$ cat src/rtl/systolic_pkg.sv
// Shared constants and types for the systolic result deskew path.
package systolic_pkg;
  localparam int DIM_DEF    = 8;
  localparam int BITS_C_DEF = 24;
  // Beat counter width for the default array size: beats 0 .. 2*DIM-2.
  localparam int CNT_W      = $clog2(2*DIM_DEF-1);

  typedef enum logic {IDLE, ACTIVE} deskew_state_t;

  // Beat counter width for an arbitrary array size.
  function automatic int cnt_w(input int dim);
    return $clog2(2*dim-1);
  endfunction
endpackage

$ cat src/rtl/systolic_deskew_if.sv
// Handshake/data bundle between the MAC array side and the deskew block.
interface systolic_deskew_if
  import systolic_pkg::*;
#(
  parameter int BITS_C = BITS_C_DEF,
  parameter int DIM    = DIM_DEF
);
  localparam int ROW_W = $clog2(DIM);

  logic                     start;
  logic                     en;
  logic signed [BITS_C-1:0] Cin  [DIM-1:0];
  logic signed [BITS_C-1:0] Cout [DIM-1:0];
  logic                     vld;
  logic [ROW_W-1:0]         row;
  logic                     done;
  logic                     busy;

  modport master (output start, en, Cin, input Cout, vld, row, done, busy);
  modport slave  (input start, en, Cin, output Cout, vld, row, done, busy);
endinterface

$ cat src/rtl/systolic_deskew_lane.sv
// One lane of the deskew: en-gated delay line of DEPTH stages, DEPTH=0 is a wire.
module deskew_lane #(
  parameter int BITS  = 24,
  parameter int DEPTH = 0
) (
  input  logic                   clk,
  input  logic                   rst,
  input  logic                   en,
  input  logic signed [BITS-1:0] din,
  output logic signed [BITS-1:0] dout
);
  generate
    if (DEPTH == 0) begin : g_pass
      assign dout = din;
      // Clock/reset/enable are meaningless for a zero-depth lane.
      logic unused;
      assign unused = ^{clk, rst, en};
    end else begin : g_sr
      logic signed [BITS-1:0] sr [DEPTH];

      // Shift one stage per beat; a stall (en=0) freezes every stage.
      always_ff @(posedge clk) begin
        if (rst) begin
          for (int k = 0; k < DEPTH; k++) sr[k] <= '0;
        end else if (en) begin
          sr[0] <= din;
          for (int k = 1; k < DEPTH; k++) sr[k] <= sr[k-1];
        end
      end

      assign dout = sr[DEPTH-1];
    end
  endgenerate
endmodule

$ cat src/rtl/systolic_deskew.sv
// Re-aligns diagonally skewed result lanes from the MAC array into whole rows of C.
module systolic_deskew
  import systolic_pkg::*;
#(
  parameter int BITS_C = BITS_C_DEF,
  parameter int DIM    = DIM_DEF
) (
  input  logic              clk,
  input  logic              rst,
  systolic_deskew_if.slave  bus
);
  localparam int CW    = $clog2(2*DIM-1);
  localparam int ROW_W = $clog2(DIM);
  // First beat with a complete row at the lane outputs, and the final beat.
  localparam logic [CW-1:0] FIRST = CW'(DIM-1);
  localparam logic [CW-1:0] LAST  = CW'(2*DIM-2);

  deskew_state_t          state;
  logic [CW-1:0]          cnt;
  logic                   shift;
  logic signed [BITS_C-1:0] lane_out [DIM];

  // Delay lines only advance on real beats of an active matrix.
  assign shift = (state == ACTIVE) && bus.en;

  // Lane i is i beats late, so it is delayed DIM-1-i beats to line up with lane DIM-1.
  for (genvar i = 0; i < DIM; i++) begin : g_lane
    deskew_lane #(.BITS(BITS_C), .DEPTH(DIM-1-i)) u_lane (
      .clk  (clk),
      .rst  (rst),
      .en   (shift),
      .din  (bus.Cin[i]),
      .dout (lane_out[i])
    );
  end

  // Control FSM, beat counter and registered row outputs.
  always_ff @(posedge clk) begin
    if (rst) begin
      state    <= IDLE;
      cnt      <= '0;
      bus.vld  <= 1'b0;
      bus.row  <= '0;
      bus.done <= 1'b0;
      bus.busy <= 1'b0;
      for (int i = 0; i < DIM; i++) bus.Cout[i] <= '0;
    end else begin
      bus.vld  <= 1'b0;
      bus.done <= 1'b0;
      case (state)
        IDLE: begin
          if (bus.start) begin
            state    <= ACTIVE;
            cnt      <= '0;
            bus.busy <= 1'b1;
          end
        end
        ACTIVE: begin
          if (bus.en) begin
            cnt <= cnt + 1'b1;
            if (cnt >= FIRST) begin
              for (int i = 0; i < DIM; i++) bus.Cout[i] <= lane_out[i];
              bus.row <= ROW_W'(cnt - FIRST);
              bus.vld <= 1'b1;
            end
            if (cnt == LAST) begin
              state    <= IDLE;
              bus.done <= 1'b1;
              bus.busy <= 1'b0;
            end
          end
        end
        default: state <= IDLE;
      endcase
    end
  end
endmodule
$ cat src/flat_wrapper.sv
// flat-port wrapper written by rule: the top's interface ports become plain ports
module systolic_deskew_flat import systolic_pkg::*;
#(
  parameter int BITS_C = BITS_C_DEF,
  parameter int DIM    = DIM_DEF
)
  (clk, rst, bus_start, bus_en, bus_Cin, bus_Cout, bus_vld, bus_row, bus_done, bus_busy);
  systolic_deskew_if #(.BITS_C(BITS_C), .DIM(DIM)) bus_i ();
  input  logic clk;
  input  logic rst;
  input wire logic [$bits(bus_i.start)-1:0] bus_start;
  input wire logic [$bits(bus_i.en)-1:0] bus_en;
  input wire logic [$bits(bus_i.Cin)-1:0] bus_Cin;
  output wire logic [$bits(bus_i.Cout)-1:0] bus_Cout;
  output wire logic [$bits(bus_i.vld)-1:0] bus_vld;
  output wire logic [$bits(bus_i.row)-1:0] bus_row;
  output wire logic [$bits(bus_i.done)-1:0] bus_done;
  output wire logic [$bits(bus_i.busy)-1:0] bus_busy;
  assign bus_i.start = bus_start;
  assign bus_i.en = bus_en;
  assign bus_i.Cin = {>>{bus_Cin}};
  assign bus_Cout = {>>{bus_i.Cout}};
  assign bus_vld = bus_i.vld;
  assign bus_row = bus_i.row;
  assign bus_done = bus_i.done;
  assign bus_busy = bus_i.busy;
  systolic_deskew #(.BITS_C(BITS_C), .DIM(DIM)) u_core (.clk(clk), .rst(rst), .bus(bus_i));
endmodule
$ cat config.mk
export PLATFORM = sky130hd
export DESIGN_NAME = systolic_deskew_flat
export DESIGN_NICKNAME = d
export VERILOG_FILES = /design/src/rtl/systolic_pkg.sv /design/src/rtl/systolic_deskew_if.sv /design/src/rtl/systolic_deskew_lane.sv /design/src/rtl/systolic_deskew.sv /design/src/flat_wrapper.sv
export SDC_FILE = /design/constraint.sdc
export NUM_CORES = 1
export LEC_CHECK = 0
export ABC_AREA = 1
export ABC_CLOCK_PERIOD_IN_PS = 28300
export CORE_MARGIN = 10
export CORE_UTILIZATION = 46
export CTS_BUF_LIST = sky130_fd_sc_hd__clkbuf_4
export CTS_CLUSTER_DIAMETER = 120
export CTS_CLUSTER_SIZE = 30
export DETAILED_ROUTE_END_ITERATION = 6
export GPL_TIMING_DRIVEN = 0
export HOLD_SLACK_MARGIN = 0.15
export PLACE_DENSITY = 0.68
export RECOVER_POWER = 25
export SYNTH_ARGS = -nofsm -noshare
export SYNTH_HDL_FRONTEND = slang
export SYNTH_SLANG_ARGS = --single-unit
$ cat constraint.sdc
create_clock -name clk -period 28.3 [get_ports clk]
set_input_delay 5.66 -clock clk [delete_from_list [all_inputs] [get_ports clk]]
set_output_delay 5.66 -clock clk [all_outputs]
set_load 0.02 [all_outputs]
==> impl_metrics.py <==
metrics = {
    "timing": {
        "tightest_slew_ps": 1170,
        "max_freq_ghz": 0.124,
        "tns_ps": 0,
        "final-max-slew-violation-count": 0,
        "fin_crit_ps": 8090,
        "holdWs_ps": 483,
        "hold_viol": 0,
        "slew_headroom": 0.220,
        "finalSetupViolations": 0,
        "finalCritPeriodShare": 0.286,
        "fin_skew_ps": 90.8,
        "rsz0062_at_grt": "false",
    },
    "floorplan": {
        "die_h_um": 286,
        "die_w_um": 286,
        "start_util": 0.465,
        "die-area_um2": 82000,
        "core-area_um2": 70100,
        "row_count": 97,
        "ios": 394,
    },
    "power": {
        "leakagePower_nw": 15.4,
        "power.share.clock": 0.222,
        "pwr-share-seq": 0.712,
        "finalPower_w": 0.00208,
        "switching_share": 0.221,
        "combPwrFrac": 0.066,
        "intPower_w": 0.00162,
        "vdd_drop_max_uv": 36.8,
        "netSwitchingPower_w": 0.000459,
        "power_density_nw_per_um2": 54.0,
    },
    "clock_network": {
        "clkTransAtPathRegs_ps": 290,
        "root_buffer": "clkbuf_4",
        "cts_buffers": 35,
        "cts_repair_resize_count": 0,
        "clk_latency_ps": 890,
        "cts_num_sinks": 875,
        "cts.path.max_buffers": 3,
        "postCtsSetupBuffers": 0,
        "cts_hold_buf": 0,
        "cts_tree": "built",
        "htree_levels": 2,
    },
    "setup_path": {
        "max_stage_delay_ps": 580,
        "timing.rr.end": "u_core.g_lane[5].u_lane.g_sr.sr[0][0]",
        "cp-end-kind": "register",
        "worstPathMaxFanout": 70,
        "reg2reg_depth": 7,
        "critPathKind": "primary input to register",
        "r2r_slack_ps": 25310,
        "start_kind": "primary input",
        "critPathBufInv": 6,
        "path_delay_family": "buffers and inverters",
        "worstPathCellList": "dlygate4sd3_1 -> inv_1 -> clkbuf_1 -> nand2_4 -> buf_16 -> buf_16 -> buf_16",
        "cpMostUsedCell": "buf_16",
        "cpMaxStageDelayCell": "dlygate4sd3_1",
        "critical_path_arrival_ps": 8620,
        "cp.required_ps": 28840,
        "r2r-start": "u_core.state",
    },
    "worst_hold_path": {
        "min-delay-start": "u_core.g_lane[4].u_lane.g_sr.sr[2][20]",
        "hold_class": "register to register",
        "min_path_cells": 2,
        "hold_end": "u_core.bus.Cout[116]",
    },
    "routing": {
        "drc": 0,
        "routed_wl_mm": 70.7,
        "postRouteAntennaNets": 0,
        "drt_first_iter_violations": 1301,
        "wl_per_cell_um": 16.1,
        "vias_per_cell": 4.39,
        "routed-via-count": 19300,
        "firstDrtPassIters": 5,
    },
    "placed_design": {
        "io_buffer_count": 393,
        "gp_congestion": 0.804,
        "hpwl_mm": 51.7,
    },
    "synth": {
        "synth_seq_area_share": 0.743,
        "synth_cell_types": 19,
        "synth-adder-area-share": 0.000767,
        "syn_nets": 3184,
        "syn_area_per_cell_um2": 10.9,
        "synthCells": 2986,
        "synth_xor_area_frac": 0,
        "synth_compound_area_frac": 0.0314,
        "synth_warnings": 0,
        "synthMuxAreaShare": 0,
        "yosys_register_bits": 875,
        "synth_top_family_by_area": "simple AND/OR/NAND/NOR gates",
        "netlist_area_um2": 32600,
        "synth-simple-area-share": 0.125,
    },
    "final_layout": {
        "layout_common_cells": "nor2_1 (1065), inv_1 (678), edfxtp_1 (672)",
        "nets": 3625,
        "syn2layout_area_growth_pct": 18.0,
        "drive_above_1_share": 0.0373,
        "mostFrequentLayoutCell": "nor2_1",
    },
    "status": {
        "outcome": "completed",
    },
    "global_routing": {
        "grt_pass1_wl_mm": 107,
        "grt_use_total": 0.170,
        "antenna_found_initial": 7,
        "grt_max_degree": 78,
        "first_global_vias": 18600,
        "grt_overflow": 0,
    },
    "flow_run": {
        "drv_cap": 0,
    },
}
power groups by stage:
| stage | clock, W | combinational, W | sequential [W] |
|---|---|---|---|
| 2_1_floorplan | 0 | 0.0000753 | 0.00156 |
| 3_3_place_gp | 0 | 0.000131 | 0.00158 |
| 3_5_place_dp | 0 | 0.000141 | 0.00151 |
| 6_report | 0.000462 | 0.000137 | 0.00148 |
| 4_1_cts | 0.000481 | 0.000141 | 0.00148 |
| 5_1_grt | 0.000523 | 0.000156 | 0.00149 |
per-stage QoR:
| stage | instances | cell area, um^2 | util | worst slack [ps] |
|---|---|---|---|---|
| finish | 4398 | 38500 | 0.549 | 20210 |
| CTS | 4394 | 38600 | 0.550 | 20450 |
| global route | 4398 | 38500 | 0.549 | 20100 |
| detailed placement | 4330 | 38000 | 0.542 | 19590 |
| global placement | 4319 | 37700 | 0.538 | -478 |
| floorplan | 2986 | 32600 | - | 6680 |
flip-flops by register name (all words and copies together), names as in the netlist:
signal                        count
u_core.bus.row                    3
u_core.g_lane.u_lane.g_sr.sr    672
u_core.bus.busy                   1
u_core.bus.vld                    1
u_core.state                      1
u_core.bus.Cout                 192
u_core.bus.done                   1
u_core.cnt                        4
area by class of cell:
cell class                      count  area [um^2]
Antenna cell                        4         10.0
Buffer                            138          626
Clock buffer                       61          458
Clock inverter                      3         63.8
Fill cell                        6174        31700
Inverter                          679         2550
Multi-Input combinational cell   1294         5140
Sequential cell                   875        24200
Tap cell                          940         1180
Timing Repair Buffer              404         4220
worst max path at each step:
stage                         from  cells past startpoint  slack [ps]                                endpoint
3_3_place_gp                   rst                      4        -480  u_core.g_lane[1].u_lane.g_sr.sr[0][16]
3_5_place_dp                   rst                      7       19590  u_core.g_lane[1].u_lane.g_sr.sr[0][16]
4_1_cts        u_core.bus.Cout[23]                      1       20450                            bus_Cout[23]
2_1_floorplan                  rst                      3        6680   u_core.g_lane[0].u_lane.g_sr.sr[0][0]
5_1_grt                        rst                      7       20100  u_core.g_lane[0].u_lane.g_sr.sr[0][17]
6_report                       rst                      7       20210  u_core.g_lane[0].u_lane.g_sr.sr[0][18]
per-layer routing:
layer | global-route usage | share of wire | vias up
li1 | - | - | 9980
met5 | 0 | 0.00018 | -
met2 | 0.302 | 0.51 | 343
met1 | 0.205 | 0.41 | 8917
met3 | 0.0340 | 0.053 | 81
met4 | 0.0513 | 0.028 | 2
worst register-to-register path, delay by kind of cell, from the launching register on:
kind	cells	cell delay, ps
buffers and inverters	4	1870
DFF	1	390
and+or+nand+nor	3	500
kinds of logic (layout without fill, tap and decap cells):
| group | count (synthesis) | count (layout) |
|---|---|---|
| simple gates | 1088 | 1088 |
| flops | 875 | 875 |
| buf+inv | 817 | 1285 |
| compound gates | 204 | 204 |
| fa+ha+maj | 2 | 2 |
| other cells | 0 | 4 |
cells in the mapped netlist:
master | n | area share
inv_1 | 676 | 0.078
inv_2 | 3 | 0.00035
clkbuf_2 | 4 | 0.00061
ha_1 | 2 | 0.00077
a21oi_2 | 1 | 0.00027
o21ai_1 | 8 | 0.0012
edfxtp_1 | 672 | 0.62
dfxtp_1 | 203 | 0.12
nand2_1 | 17 | 0.0020
buf_4 | 22 | 0.0051
clkbuf_1 | 36 | 0.0041
a21oi_1 | 7 | 0.0011
nand2_2 | 2 | 0.00038
o22ai_1 | 1 | 0.00019
nor2_1 | 1065 | 0.12
o21ai_0 | 187 | 0.029
nand3_1 | 4 | 0.00061
buf_1 | 6 | 0.00069
buf_2 | 70 | 0.011
Note: power is estimated with default switching activity, not from simulation.
